$ cat src/rtl/logic_pipe_unit.sv
// logic_pipe_unit: two-stage pipelined four-operand logic cell with valid/ready flow.
// Optional parity output enabled by defining LOGIC_PIPE_PARITY_EN.
module logic_pipe_unit #(
  parameter int WIDTH = 8,
  parameter int CNT_W = 16
) (
  input  logic             clk,
  input  logic             rst_n,
  input  logic             in_valid,
  output logic             in_ready,
  input  logic [1:0]       in_mode,
  input  logic [WIDTH-1:0] in_a,
  input  logic [WIDTH-1:0] in_b,
  input  logic [WIDTH-1:0] in_c,
  input  logic [WIDTH-1:0] in_d,
  output logic             out_valid,
  input  logic             out_ready,
  output logic [WIDTH-1:0] out_f1,
  output logic [WIDTH-1:0] out_f2,
  output logic [CNT_W-1:0] out_count
`ifdef LOGIC_PIPE_PARITY_EN
  ,
  output logic [1:0]       out_par
`endif
);

  logic             r_v1;
  logic             r_v2;
  logic [1:0]       r_mode1;
  logic [WIDTH-1:0] r_t1;
  logic [WIDTH-1:0] r_t2;
  logic [WIDTH-1:0] r_t3;
  logic [WIDTH-1:0] r_t4;
  logic [WIDTH-1:0] r_f1;
  logic [WIDTH-1:0] r_f2;
  logic [CNT_W-1:0] r_cnt;

  logic             w_rdy1;
  logic             w_rdy2;
  logic             w_acc;
  logic             w_mv;
  logic [WIDTH-1:0] w_f1;
  logic [WIDTH-1:0] w_f2;

  assign w_rdy2   = ~r_v2 | out_ready;
  assign w_rdy1   = ~r_v1 | w_rdy2;
  // Held low while reset is asserted so sources never see a ready unit.
  assign in_ready = w_rdy1 & rst_n;
  assign w_acc    = in_valid & in_ready;
  assign w_mv     = r_v1 & w_rdy2;

  assign out_valid = r_v2;
  assign out_f1    = r_f1;
  assign out_f2    = r_f2;
  assign out_count = r_cnt;

  // Mode-selected combination of the stage-1 partial terms.
  always_comb begin
    w_f1 = '0;
    w_f2 = '0;
    unique case (r_mode1)
      2'b00: begin
        w_f1 = r_t1 | r_t3;
        w_f2 = r_t2 & r_t4;
      end
      2'b01: begin
        w_f1 = r_t1 & r_t3;
        w_f2 = r_t2 | r_t4;
      end
      2'b10: begin
        w_f1 = ~(r_t1 | r_t3);
        w_f2 = ~(r_t2 & r_t4);
      end
      2'b11: begin
        w_f1 = r_t1 ^ r_t2;
        w_f2 = r_t3 ^ r_t4;
      end
      default: begin
        w_f1 = '0;
        w_f2 = '0;
      end
    endcase
  end

  // Stage 1: capture partial terms on accept; drain when S2 takes them.
  always_ff @(posedge clk or negedge rst_n) begin
    if (!rst_n) begin
      r_v1    <= 1'b0;
      r_mode1 <= 2'b00;
      r_t1    <= '0;
      r_t2    <= '0;
      r_t3    <= '0;
      r_t4    <= '0;
    end else if (w_rdy1) begin
      r_v1 <= w_acc;
      if (w_acc) begin
        r_mode1 <= in_mode;
        r_t1    <= in_a & in_b;
        r_t2    <= in_b | in_c;
        r_t3    <= in_c ^ in_d;
        r_t4    <= ~in_d;
      end
    end
  end

  // Stage 2: result registers, held while downstream stalls.
  always_ff @(posedge clk or negedge rst_n) begin
    if (!rst_n) begin
      r_v2 <= 1'b0;
      r_f1 <= '0;
      r_f2 <= '0;
    end else if (w_rdy2) begin
      r_v2 <= r_v1;
      if (w_mv) begin
        r_f1 <= w_f1;
        r_f2 <= w_f2;
      end
    end
  end

  // Completed output transfers, wrapping naturally.
  always_ff @(posedge clk or negedge rst_n) begin
    if (!rst_n) begin
      r_cnt <= '0;
    end else if (r_v2 && out_ready) begin
      r_cnt <= r_cnt + 1'b1;
    end
  end

`ifdef LOGIC_PIPE_PARITY_EN
  logic [1:0] r_par;

  assign out_par = r_par;

  // Parity of each result, loaded alongside the stage-2 data.
  always_ff @(posedge clk or negedge rst_n) begin
    if (!rst_n) begin
      r_par <= 2'b00;
    end else if (w_mv) begin
      r_par <= {^w_f2, ^w_f1};
    end
  end
`endif

endmodule

$ cat config.mk
export PLATFORM = sky130hd
export DESIGN_NAME = logic_pipe_unit
export DESIGN_NICKNAME = d
export VERILOG_FILES = /design/src/rtl/logic_pipe_unit.sv
export SDC_FILE = /design/constraint.sdc
export NUM_CORES = 1
export LEC_CHECK = 0
export ABC_CLOCK_PERIOD_IN_PS = 1100
export CAP_MARGIN = 40
export CORE_ASPECT_RATIO = 1.2
export CORE_MARGIN = 4
export CORE_UTILIZATION = 28
export CTS_CLUSTER_DIAMETER = 30
export DETAILED_ROUTE_END_ITERATION = 8
export PLACE_DENSITY_LB_ADDON = 0.25
export SETUP_SLACK_MARGIN = 0.1
export SLEW_MARGIN = 10
export SYNTH_ARGS = -nofsm -noshare
export SYNTH_HDL_FRONTEND = slang
export SYNTH_SLANG_ARGS = --single-unit
$ cat constraint.sdc
create_clock -name clk -period 1.1 [get_ports clk]
set_input_delay 0.11 -clock clk [delete_from_list [all_inputs] [get_ports clk]]
set_output_delay 0.11 -clock clk [all_outputs]
set_load 0.05 [all_outputs]
## Word level (Yosys, flattened, before mapping)

Index checks and enable logic that the tools add are counted.

| word-level totals | value |
|---|---|
| logic and storage cells | 39 |
| register bits | 68 |
| output and inout bits | 34 |
| bits of input ports | 38 |

| cells by class | value |
|---|---|
| mux-type cells | 2 |
| equality and inequality tests | 3 |
| add/subtract/negate cells | 1 |
| bitwise operators | 19 |
| reductions and logical operators | 4 |

Operators by type and width:

| operator | number |
|---|---|
| $pmux 8 s4 | 2 |
| $and 8x8->8 | 3 |
| $not 8->8 | 3 |
| $or 8x8->8 | 3 |
| $xor 8x8->8 | 3 |
| $add 16x1->16 const B | 1 |
| $eq 2x2->1 const B | 2 |
| $reduce_and 2->1 | 2 |
| $and 1x1->1 | 3 |
| $eq 2x1->1 const B | 1 |
| $logic_not 2->1 | 1 |
| $not 1->1 | 2 |
| $or 1x1->1 | 2 |
| $logic_and 1x1->1 | 1 |

## Longest topological paths before layout

Gate-level depths: netlist of the first run.

| logic depth | value |
|---|---|
| word-level depth | 6 |
| mapped depth | 6 |
| depth with buffers taken out | 5 |

## Worst setup path after synthesis of the first run

OpenSTA, ideal clock, no wires.

| path | value |
|---|---|
| path type | register -> register |
| start point | register r_cnt[0], in the netlist out_count[0] |
| end point | register r_cnt[12], in the netlist out_count[12] |
| clock period less this slack | 1.621 ns |
| data required time | 0.958 ns |
| arrival time | 1.480 ns |
| buffers on the path | 0 |
| cell stages (with the launch flop) | 6 |
| setup slack | -0.521 ns |
| path through | dfrtp_1 -> ha_1 -> nand3_1 -> nor2_2 -> nand3_1 -> xnor2_1 |

| on the way | value |
|---|---|
| word-level cells in the longest chain between the ends | 1 |

Ends and longest elaborated chain:

| item | line | source |
|---|---|---|
| from (decl) | 36 | `logic [CNT_W-1:0] r_cnt;` |
| from (signal assigned) | 126 | `r_cnt <= r_cnt + 1'b1;` |
| $add 16x1->16 | 126 |  |

No other way between the ends.
A chain may end at the register's enable or synchronous reset.

## Worst setup path after layout of the first run

| path | value |
|---|---|
| start point | register r_v2, in the netlist out_valid |
| end point | register r_mode1[0] |

| on the way | value |
|---|---|
| word-level cells in the longest chain between the ends | 6 |

Ends and longest elaborated chain:

| item | line | source |
|---|---|---|
| from (decl) | 28 | `logic r_v2;` |
| from (signal assigned) | 113 | `r_v2 <= r_v1;` |
| $not 1->1 * | 45 | `assign w_rdy2 = ~r_v2 \| out_ready;` |
| $or 1x1->1 * | 45 |  |
| $or 1x1->1 * | 46 | `assign w_rdy1 = ~r_v1 \| w_rdy2;` |
| $and 1x1->1 | 48 | `assign in_ready = w_rdy1 & rst_n;` |
| $and 1x1->1 | 49 | `assign w_acc = in_valid & in_ready;` |
| $reduce_and 2->1 (no line) * | -- |  |
| to (signal assigned) | 97 | `r_mode1 <= in_mode;` |
| to (decl) | 29 | `logic [1:0] r_mode1;` |

Every way passes the cells marked *; elsewhere a longest branch is shown, timed or not.

==> results summary, run 1 <==
Setup repair after global routing could not meet its margin everywhere. The share of power burned in the clock network is a little under a quarter. The capturing element type of the critical path is a flip-flop. The H-tree was split into 3 levels.

The number of max-cap violations is 0. After filler insertion, the fill cell instance count of the layout stands at around 1000. The portion of synthesized cell area occupied by the leading cell type is between 40% and 50%.

The number of buffers added by the clock tree synthesis step came out at 9. The core box area is 12100 sq um. Clock latency on the worst-skew pair, taken at its later pin, is 330 ps. At the end of routability-driven placement, the weighted congestion stood at ~0.76.

The run finished, with violations left. The proportion of register bits with asynchronous set or reset after synthesis came out at between 90% and 100%. The power spent charging and discharging nets came out at 4.48 mW. The detailed-route wire length per cell is 14.4 microns. Summing every instance area after synthesis gives roughly 3400 sq um. The number of nets handed over by synthesis was approximately 390. The mean instance size in the synthesized netlist is approximately 9.9 sq um.

The switching share of power is between 30% and 40%. The die span in x came out at about 110 microns. The count of unique library cells instantiated by Yosys came out at 33.

The synthesis warning total came out at 0. The leakage power figure is 2.85 nW. At the worst endpoint, the arrival time is between 1500 and 2000 ps. The power density of the placed cells came out at between 1500 and 2000 nW/um^2. STA puts the critical path data required time at between 1000 and 1500 ps. The number of placement rows is 44. The worst IR drop on VDD is between 800 and 900 uV. The hold violation count in the final report came out at 54. The part of the total power dissipated in combinational logic came out at 46.8%.

The headroom to the max-slew limit came out at roughly 54%. Input and output buffers added on the ports amount to slightly above 70. The final routed DRC violation total is 0.

The total detailed-routing wirelength came out at 9610 microns. The final-layout worst hold slack is -52.5 ps. The number of antenna violations at the first check in global routing was 0. The number of enable-type register cells in the synthesized netlist is 0. The checks that failed: negative hold slack, negative setup slack. The most used flip-flop cell after synthesis is sky130_fd_sc_hd__dfrtp_1. The detail route stage leaves a number of antenna-violating nets equal to 0. Clock tree synthesis selected as its root buffer the cell sky130_fd_sc_hd__clkbuf_16. The routed layout has 3103 vias. The detailed router finished its first iteration with 65 violations.

Cells with a size suffix above 1 make up between 50 and 60% of the layout. In the final layout, flip-flops and latches occupy 1720 sq um. The worst setup path is launched from a flip-flop.

The critical-path maximum fanout is 6. The number of clock sinks is 68. The global-route wire length before repair is 15400 microns. In the post-synthesis netlist, the biggest area contributors are sky130_fd_sc_hd__dfrtp_1, sky130_fd_sc_hd__nand2_1, sky130_fd_sc_hd__xnor2_1.

The number of instances in the placed design came out at around 600. The cell depth of the worst flop-to-flop path came out at 5. The area of the die is between 10000 and 15000 sq um. The synthesis-to-finish area growth is 86.1%. The synthesized design spends more area on one cell type than any other, namely sky130_fd_sc_hd__dfrtp_1.

Internal power comes to a little under 8 mW. The sequential cell fraction of total power is a little under 30%. The TritonCTS clock tree is yes. The combined global-route utilization of all metal layers is approximately 14%. The clock transition at the register clock pins on the worst setup and hold paths after CTS is about 60 ps.

Entering global routing, the biggest net connects 55 pins. The number of non-filler instances in the completed layout is 667. The post-detailed-placement half-perimeter wirelength is approximately 6100 microns. The part of the Yosys area used for sequential elements came out at about half. The diode insertion count for antenna repair is 0. The total count of max-transition violations in the final report is 0. The total of flip-flops plus latches after synthesis is 68. The via density per instance is approximately 4.7.

The class of the tightest hold or removal check is in2async. The total iterations of the first detailed-routing run is 4. The via count of the first global-routing pass is 3260. The post-layout minimum cycle time came out at 1370 ps.

In this run the vertical extent of the chip is roughly 130 microns. The I/O pin count came out at slightly above 70. Counting every instance in the synthesized netlist gives approximately 350.

Setup slack on the critical path of the routed design comes to -265 ps. The top achievable clock speed is roughly 0.73 GHz. The starting density of the core is 28.5%.

The final clock period utilization by the worst path is 124%. The number of nets in the final layout is 540. The total area of multi-input combinational cells is between 2000 and 2500 sq um. Clock skew on the completed layout was measured at 5.81 ps. The worst setup path is of the reg2reg kind. Setup violations remaining at the end of the flow were counted as 75. The maximum clock insertion buffer count is 2.

After global routing the overflow that remains totals 0. The actual transition at the worst max-transition pin came out at 691 ps.
==> stage by stage <==
step           utilization (%)  TNS, ps  total power [mW]  setup slack [ps]  instance area (sq um)
3_5_place_dp              42.3   -25030              8.41              -520                   5100
5_1_grt                   53.1   -16120              13.0              -309                   6410
3_3_place_gp              42.3   -23850              8.31              -457                   5100
4_1_cts                   50.7   -11990              12.2              -258                   6120
2_1_floorplan                -   -12340              5.98              -290                   3540
6_report                  53.1   -12360              12.4              -265                   6410
==> layout make-up <==
| class | count | share of cell area (%) |
|---|---|---|
| Clock buffer | 12 | 4.00 |
| Clock inverter | 4 | 0.742 |
| Multi-Input combinational cell | 259 | 33.0 |
| Inverter | 1 | 0.0586 |
| Sequential cell | 68 | 26.8 |
| Timing Repair Buffer | 162 | 32.2 |
| Tap cell | 161 | 3.14 |
==> cell usage in the layout, fill, tap and decap left out, types with 8 or more instances in the layout <==
| cell type | instances |
|---|---|
| sky130_fd_sc_hd__o21ai_1 | 19 |
| sky130_fd_sc_hd__mux2_4 | 10 |
| sky130_fd_sc_hd__dfrtp_1 | 54 |
| sky130_fd_sc_hd__clkbuf_16 | 9 |
| sky130_fd_sc_hd__nand2_4 | 12 |
| sky130_fd_sc_hd__nor2_1 | 25 |
| sky130_fd_sc_hd__a21o_1 | 8 |
| sky130_fd_sc_hd__nand2_2 | 22 |
| sky130_fd_sc_hd__nand2_1 | 21 |
| sky130_fd_sc_hd__a21oi_2 | 10 |
| sky130_fd_sc_hd__clkdlybuf4s50_1 | 36 |
| sky130_fd_sc_hd__a21oi_1 | 9 |
| sky130_fd_sc_hd__buf_4 | 49 |
| sky130_fd_sc_hd__buf_6 | 25 |
| sky130_fd_sc_hd__buf_12 | 43 |
| sky130_fd_sc_hd__xor2_1 | 17 |
| sky130_fd_sc_hd__xnor2_1 | 19 |
| sky130_fd_sc_hd__dfrtp_2 | 14 |
| sky130_fd_sc_hd__o21ai_2 | 14 |
==> logic make-up (layout without fill, tap and decap cells) <==
family / after synthesis / in the layout / synth area share [%]
AO/OA/AOI/OAI: 88 / 88 / 14.8
XOR/XNOR: 39 / 39 / 9.92
adder cells (fa/ha/maj): 1 / 1 / 0.363
buffers and inverters: 19 / 179 / 4.58
flip-flops: 68 / 68 / 49.4
multiplexers: 19 / 19 / 6.36
AND/OR/NAND/NOR: 112 / 112 / 14.5
==> cell usage after synthesis, types with 7 or more instances <==
| master | number |
|---|---|
| sky130_fd_sc_hd__nand2_1 | 55 |
| sky130_fd_sc_hd__a21boi_0 | 8 |
| sky130_fd_sc_hd__a21o_1 | 8 |
| sky130_fd_sc_hd__dfrtp_1 | 68 |
| sky130_fd_sc_hd__xor2_1 | 18 |
| sky130_fd_sc_hd__buf_6 | 8 |
| sky130_fd_sc_hd__o21ai_0 | 35 |
| sky130_fd_sc_hd__nor3_1 | 9 |
| sky130_fd_sc_hd__a21oi_1 | 24 |
| sky130_fd_sc_hd__a221oi_1 | 8 |
| sky130_fd_sc_hd__mux2i_1 | 8 |
| sky130_fd_sc_hd__xnor2_1 | 21 |
| sky130_fd_sc_hd__mux2_2 | 7 |
| sky130_fd_sc_hd__nor2_1 | 25 |
==> per-layer routing <==
metal,vias to the layer above,share of wire (%),GRT usage [%]
li1,1516,-,-
met1,1509,41,16.5
met2,61,53,24.9
met3,17,3.9,2.74
met4,0,2.2,4.99
met5,-,0,0
==> power groups by stage <==
stage | Combinational [mW] | Sequential (mW) | Clock [mW]
final | 5.82 | 3.65 | 2.96
after global routing | 6.15 | 3.71 | 3.14
after CTS | 5.53 | 3.63 | 3.02
after detailed placement | 4.77 | 3.64 | 0
after global placement | 4.70 | 3.61 | 0
after floorplan | 1.41 | 4.57 | 0
==> worst max-delay path, stage by stage, from the launching register on <==
cell and delay (ps):
sky130_fd_sc_hd__dfrtp_2 400, sky130_fd_sc_hd__nand3b_1 110, sky130_fd_sc_hd__buf_4 130, sky130_fd_sc_hd__nand3_4 110, sky130_fd_sc_hd__buf_12 180, sky130_fd_sc_hd__mux2_4 300
==> state kept, by name, summed over array words and instances, names as in the netlist <==
register and count:
out_count 16, out_f1 8, out_f2 8, out_valid 1
r_mode1 2, r_t1 8, r_t2 8, r_t3 8
r_t4 8, r_v1 1
==> worst paths after layout <==
kind | from | to | slack (ps)
setup / recovery | out_valid$_DFFE_PN0N_ | r_mode1[0]$_DFFE_PN0P_ | -270
hold / removal | rst_n | r_t1[7]$_DFFE_PN0P_ | -50
setup reg to reg | out_valid$_DFFE_PN0N_ | r_mode1[0]$_DFFE_PN0P_ | -270
hold reg to reg | r_t3[1]$_DFFE_PN0P_ | r_t3[1]$_DFFE_PN0P_ | 550
max in group asynchronous | rst_n | out_count[3]$_DFFE_PN0P_ | 550
min in group clk | in_a[6] | r_t1[6]$_DFFE_PN0P_ | 330
==> what timing repair did <==
item	4_1_cts	5_1_grt
endpoints found under the hold margin	47	0
gates cloned	7	0
resized for setup	113	58
hold buffers	1	0
pin swaps	42	12
buffers inserted	23	7
endpoints found under the setup margin	98	116
(Power assumes the default switching activity.)
==> run 2, diff against run 1 <==
==> constraint.sdc (replaced) <==
create_clock -name clk -period 1.1 [get_ports clk]
set_input_delay 0.33 -clock clk [delete_from_list [all_inputs] [get_ports clk]]
set_output_delay 0.33 -clock clk [all_outputs]
set_load 0.05 [all_outputs]
==> results summary, run 2 (same netlist as run 1, synthesis figures left out) <==
The starting density of the core came out at between 20 and 30%. The checks that failed: negative setup slack. The number of clock sinks is 68.

approximately 70 I/O pins were placed. The number of max-cap violations came out at 0. At the worst endpoint, the arrival time is approximately 1200 ps. The number of port buffers came out at 71. The capturing element type of the critical path is an output pin. Measured along the y axis, the die boundary spans 129 microns. The total count of max-transition violations in the final report is 0. In the final routed layout, each cell accounts on average for 13.8 microns. The total area of multi-input combinational cells is 1990 sq um.

The maximum number of pins on one net before global-route repair came out at 50. The post-layout minimum cycle time came out at roughly 1500 ps. Using the TritonRoute via totals, the vias-per-cell ratio works out to 4.59. The required arrival time at the worst endpoint is about 770 ps.

The overflow left after global routing is 0. The H-tree was split into 3 levels. The number of placement rows is 44. The global-route wire length before repair is approximately 15000 microns. The leakage power figure came out at 2.83 nW. The number of cells on the critical path is 3. The hold violation count in the final report came out at 0. The setup clock skew after layout came out at roughly 8.0 ps. The most common cell after layout, fill and taps aside is sky130_fd_sc_hd__buf_4. The core utilization of the finished layout came out at just over 50%. Setup repair after global routing could not meet its margin everywhere. Leaving out fill and tap cells, the most frequent cells in the layout are sky130_fd_sc_hd__buf_4, sky130_fd_sc_hd__dfrtp_1, sky130_fd_sc_hd__nand2_1.

From synthesis to final layout, the design area changed by 81.6%. Fill cells in the final layout number around 1000. For the pin with the worst max-slew slack, the measured transition is approximately 650 ps.

The TritonCTS clock tree is yes. Dividing total power by cell area gives a power density of approximately 2000 nW/um^2. The flip-flop count of the largest register after layout came out at 16.

The core box area came out at 12100 sq um. The tightest min-delay check is of the in2async type. The diode insertion count for antenna repair is 0. The top achievable clock speed came out at 0.673 GHz.

The overall power after layout is ~12 mW. The number of clock buffers added by TritonCTS is 9. The die span in x came out at ~110 microns. The run finished, with violations left. The worst IR drop on VDD came out at between 800 and 900 uV.

The clock transition at the register clock pins on the worst setup and hold paths after CTS came out at about 60 ps. The total iterations of the first detailed-routing run is 4. The share of layout cells above drive strength 1 is a little under half.

Counting along the longest clock path gives a buffer depth of 2. The combined global-route utilization of all metal layers came out at roughly 14%. The delay of the slowest cell on the worst path came out at around 400 ps.

The cell with the largest stage delay on the worst path is sky130_fd_sc_hd__dfrtp_2. Including well taps, the total number of placed cells is ~620. Clock tree synthesis selected as its root buffer the cell sky130_fd_sc_hd__clkbuf_16. In the final design database the tool counted 552 nets.

Measured in cells, the most critical reg-to-reg path has a length of 7. The number of non-filler instances in the completed layout is 679. After layout, the worst path uses 135% of the clock period. After layout, the worst setup slack is -385 ps.

The post-detailed-route count of antenna-violating nets came out at 0. The weighted congestion reported at the end of routability-driven placement came out at about 0.77. The worst slack at placement came out at -769 ps. Traced cell by cell, the critical path runs through nand3b_1 -> and2_4 -> buf_12. The category of cells accounting for the largest share of critical-path delay is flip-flops. Summed over all nets, the half-perimeter wirelength after detailed placement is 6200 microns.

Counting both buffers and inverters, the worst setup path holds a total of 1. The number of antenna violations at the first check in global routing was 0. The count of vias placed by the detailed router is a little over 3000.

Hold is met by 12.0 ps. The kind of launch point of the worst setup path is a flip-flop. The area of the die is about 14000 sq um. The clock latency at the later pin of the worst-skew pair is approximately 340 ps. The total detailed-routing wirelength is between 9000 and 10000 microns. The worst setup path is of the reg2out kind. The critical-path maximum fanout came out at 2.

The DRC marker count from the first detailed-route iteration came out at approximately 130. Setup violations remaining at the end of the flow were counted as 99. The headroom to the max-slew limit is between 50% and 60%. The via count of the first global-routing pass came to 3185. The footprint of the flip-flops and latches is between 1500 and 2000 sq um.

In the routed design, unresolved DRC markers number 0.
run 2: changes by cell type in the layout (fill, tap and decap cells not counted), moves of 4 or more:
cell                      delta
sky130_fd_sc_hd__nand2_1    +31
sky130_fd_sc_hd__nand2_2    -20
sky130_fd_sc_hd__buf_4      +13
sky130_fd_sc_hd__o21ai_2    -13
sky130_fd_sc_hd__nand2_4    -11
sky130_fd_sc_hd__o21ai_0     +9
sky130_fd_sc_hd__buf_6       +8
sky130_fd_sc_hd__buf_16      -4
sky130_fd_sc_hd__o21ai_1     +4
run 2: routing by layer:
metal	global-route usage [%]	routed length (microns)	share of wire (%)	vias up
met5	0	0	0	-
met4	5.87	260	2.8	0
met3	2.84	328	3.5	16
met2	23.9	4910	52	63
met1	16.6	3850	41	1499
li1	-	-	-	1536
run 2: worst reg2reg max path, stage by stage, from the launching register on:
cell	delay, ps
sky130_fd_sc_hd__dfrtp_1	390
sky130_fd_sc_hd__buf_6	140
sky130_fd_sc_hd__buf_12	140
sky130_fd_sc_hd__buf_6	110
sky130_fd_sc_hd__a21boi_1	110
sky130_fd_sc_hd__nor3_1	150
sky130_fd_sc_hd__a21oi_1	80
sky130_fd_sc_hd__a21oi_2	140
run 2: path summary, 6_finish.rpt:
check,from,end,slack (ps)
max,out_valid$_DFFE_PN0N_,in_ready,-390
min,rst_n,out_count[2]$_DFFE_PN0P_,10
max reg2reg,r_mode1[0]$_DFFE_PN0P_,out_f1[6]$_DFFE_PN0P_,-240
min reg2reg,r_t3[6]$_DFFE_PN0P_,r_t3[6]$_DFFE_PN0P_,550
max in group asynchronous,rst_n,out_f2[2]$_DFFE_PN0P_,460
min in group clk,out_ready,out_count[0]$_DFFE_PN0P_,520
run 2: what timing repair did:
action,in CTS,in global routing
hold buffers,0,0
hold endpoints to repair,0,0
setup endpoints to repair,102,102
gates cloned,3,0
resized for setup,76,37
setup buffers,40,6
pin swaps,37,22
run 2: where the power goes:
part | internal [mW] | leakage [nW] | switching [mW]
clock | 1.70 | 0.144 | 1.07
sequential | 3.02 | 0.826 | 0.547
combinational | 3.20 | 1.86 | 2.82
total | 7.92 | 2.83 | 4.44
run 2: metrics by stage:
step | instance area (sq um) | setup TNS [ps]
detailed placement | 5110 | -44010
CTS | 6060 | -18570
floorplan | 3540 | -12560
finish | 6250 | -17380
global route | 6250 | -22130
global placement | 5110 | -42420
run 2: final cells by class:
class / instances / area share, %
well taps: 161 / 3.22
clock buffers: 12 / 4.26
flip-flops and latches: 68 / 27.5
multi-input cells: 260 / 31.9
inverters: 1 / 0.0601
repair buffers: 173 / 32.8
clock inverters: 4 / 0.360
==> run 3, diff against run 2 <==
--- a/config.mk
+++ b/config.mk
@@ -14,6 +14,7 @@
 export DETAILED_ROUTE_END_ITERATION = 8
 export PLACE_DENSITY_LB_ADDON = 0.25
 export SETUP_SLACK_MARGIN = 0.1
+export SKIP_CTS_REPAIR_TIMING = 1
 export SLEW_MARGIN = 10
 export SYNTH_ARGS = -nofsm -noshare
 export SYNTH_HDL_FRONTEND = slang
==> results summary, run 3 (same netlist as run 1, synthesis figures left out) <==
The library cells used most frequently in the layout, excluding fill and tap cells, are sky130_fd_sc_hd__buf_4, sky130_fd_sc_hd__dfrtp_1, sky130_fd_sc_hd__nand2_1. The diode insertion count for antenna repair came out at 0. The setup check on the worst reg-to-reg path leaves a slack of -300 ps. The count of vias placed by the detailed router came out at 3037. The hold violation count in the final report is 0. The clock tree synthesis step divided the H-tree into 3 levels. The starting density of the core came out at between 20 and 30%. The arrival time of the worst setup path came out at 1180 ps. STA classifies the critical path endpoint as an output pin. Of all nets on the critical path, the largest fanout is 4. The library cell used most frequently in the layout, excluding fill and tap cells, is sky130_fd_sc_hd__buf_4. The share of power burned in the clock network came out at between 20% and 30%. The footprint of the flip-flops and latches came out at approximately 1700 sq um. The tool flagged a number of max-cap violations equal to 0. The total count of max-transition violations in the final report is 0. The final cell area excluding filler cells is between 6000 and 7000 sq um. The number of port buffers is 71. The run finished, with violations left.

The clock drives 68 sinks. The number of nets in the final layout came out at 542. The die span in x came out at approximately 110 microns. The top achievable clock speed came out at approximately 0.66 GHz. The power spent charging and discharging nets came out at 4.35 mW.

The number of antenna violations at the first check in global routing was 0. The filler cell count in the final layout came out at 1042. In this run, the number of DRC markers left after iteration 0 of detailed routing was 96.

The pre-antenna-repair detailed-routing pass consisted of 4 iterations. The setup clock skew after layout is between 10 and 15 ps. The clock latency at the later pin of the worst-skew pair came out at between 300 and 400 ps.

The switching share of power is between 30% and 40%. The detailed-route wire length per cell is 13.4 microns. The worst reg2reg path startpoint is r_mode1[0]$_DFFE_PN0P_. Dividing total power by cell area gives a power density of 2010 nW/um^2. The number of placement rows is 44. The headroom to the max-slew limit is roughly 57%. The min-delay analysis places its worst path in the category in2async. The post-detailed-placement half-perimeter wirelength came out at roughly 6200 microns.

The critical register-to-register path endpoint is out_f1[6]$_DFFE_PN0P_. The setup violation total in the final timing report is between 90 and 100. The combined global-route utilization of all metal layers is approximately 12%. For this run, design rule violations remaining after detail routing come to 0. The number of buffers added by the clock tree synthesis step came out at 9. The detail route stage leaves a number of antenna-violating nets equal to 0. The via density per instance came out at 4.54.

The via count of the first global-routing pass is 2845. The die outline height is between 100 and 150 microns. The total detailed-routing wirelength is around 9000 microns. Clock-pin slew was measured on the worst setup and hold paths at 60 ps.

The placed cell area is roughly 5100 sq um. The core region is 12100 sq um. The kind of launch point of the worst setup path is a flip-flop.

In the finished design, the share of the clock period the worst path needs comes to 137%. Across the VDD grid, the largest voltage drop is 939 uV. For this run, the share of the core covered by cells in the final layout is 50.3%.

The TritonCTS clock tree is yes. The maximum clock insertion buffer count came out at 2. The register with the most flip-flops in the layout has 16 of them.

The weighted congestion reported at the end of routability-driven placement came out at 0.770. The cell depth of the worst flop-to-flop path is 5. The maximum number of pins on one net before global-route repair came out at 50.

Cells with a size suffix above 1 make up between 40% and 50% of the layout. The part of the total power dissipated in combinational logic came out at 47.7%. The die covers around 14000 sq um. CTS placed an instance of sky130_fd_sc_hd__clkbuf_16 at the clock tree root. The first global-routing pass estimated approximately 13000 microns of wire.

The sequential cell fraction of total power came out at 29.5%. Internal power comes to about 7.8 mW. The actual transition at the worst max-transition pin came out at around 640 ps. The required arrival time at the worst endpoint is between 700 and 800 ps. Setup repair after global routing could not meet its margin everywhere. The final critical-path setup slack is -406 ps. The final reports fail on negative setup slack. The leakage power figure is 2.74 nW.

The post-layout minimum cycle time is 1510 ps. For this design the top-level I/O count stands at roughly 70. The synthesis-to-finish area growth came out at 76.1%.

In the final layout, the multi-input gates occupy 1890 sq um. Global routing finished with a remaining overflow of 0. The setup path with the least slack is of type reg2out.
-- run 3: cell count changes in the layout (fill, tap and decap cells not counted), sizes merged --
cell / previous run / this run
buf: 137 / 126
clkdlybuf4s15: 1 / 0
nand2: 57 / 56
clkbuf: 12 / 14
dlymetal6s2s: 0 / 1
-- run 3: how the worst max path moves through the flow --
stage | start | end | slack, ps
global route | out_valid$_DFFE_PN0N_ | in_ready | -450
CTS | out_ready | in_ready | -730
floorplan | out_valid$_DFFE_PN0N_ | r_mode1[0]$_DFFE_PN0P_ | -290
finish | out_valid$_DFFE_PN0N_ | in_ready | -410
detailed placement | out_ready | out_f2[1]$_DFFE_PN0P_ | -770
global placement | out_ready | out_f2[4]$_DFFE_PN0P_ | -720
-- run 3: cell type report --
class,instances,area share (%)
Tap cell,161,3.32
Multi-Input combinational cell,259,31.2
Inverter,1,0.0619
Clock inverter,4,0.372
Clock buffer,12,4.40
Timing Repair Buffer,164,32.2
Sequential cell,68,28.4
-- run 3: metrics by stage --
stage	setup WS [ps]	cells	total power, mW	setup TNS (ps)	hold slack [ps]
finish	-406	669	12.2	-17810	20.7
CTS	-734	631	11.3	-27580	9.12
global route	-448	669	12.7	-22600	42.2
floorplan	-290	346	5.98	-12560	34.4
detailed placement	-769	615	8.45	-44010	367
global placement	-725	615	8.34	-42420	350
-- run 3: critical path, stage by stage, from the launching register on --
cell and delay, ps:
sky130_fd_sc_hd__dfrtp_2 420, sky130_fd_sc_hd__nand3b_1 130, sky130_fd_sc_hd__and2_4 170, sky130_fd_sc_hd__buf_12 130
-- run 3: power groups by stage --
stage | Combinational, mW | Sequential (mW) | Clock (mW)
3_3_place_gp | 4.73 | 3.61 | 0
4_1_cts | 4.84 | 3.58 | 2.83
6_report | 5.80 | 3.59 | 2.77
2_1_floorplan | 1.41 | 4.57 | 0
3_5_place_dp | 4.83 | 3.62 | 0
5_1_grt | 6.14 | 3.65 | 2.92
-- run 3: layer usage --
layer | up-vias | track usage, % | wire [microns]
li1 | 1511 | - | -
met1 | 1448 | 14.6 | 3830
met2 | 67 | 20.8 | 4650
met3 | 11 | 2.04 | 320
met4 | 0 | 6.24 | 179
met5 | - | 0 | 0
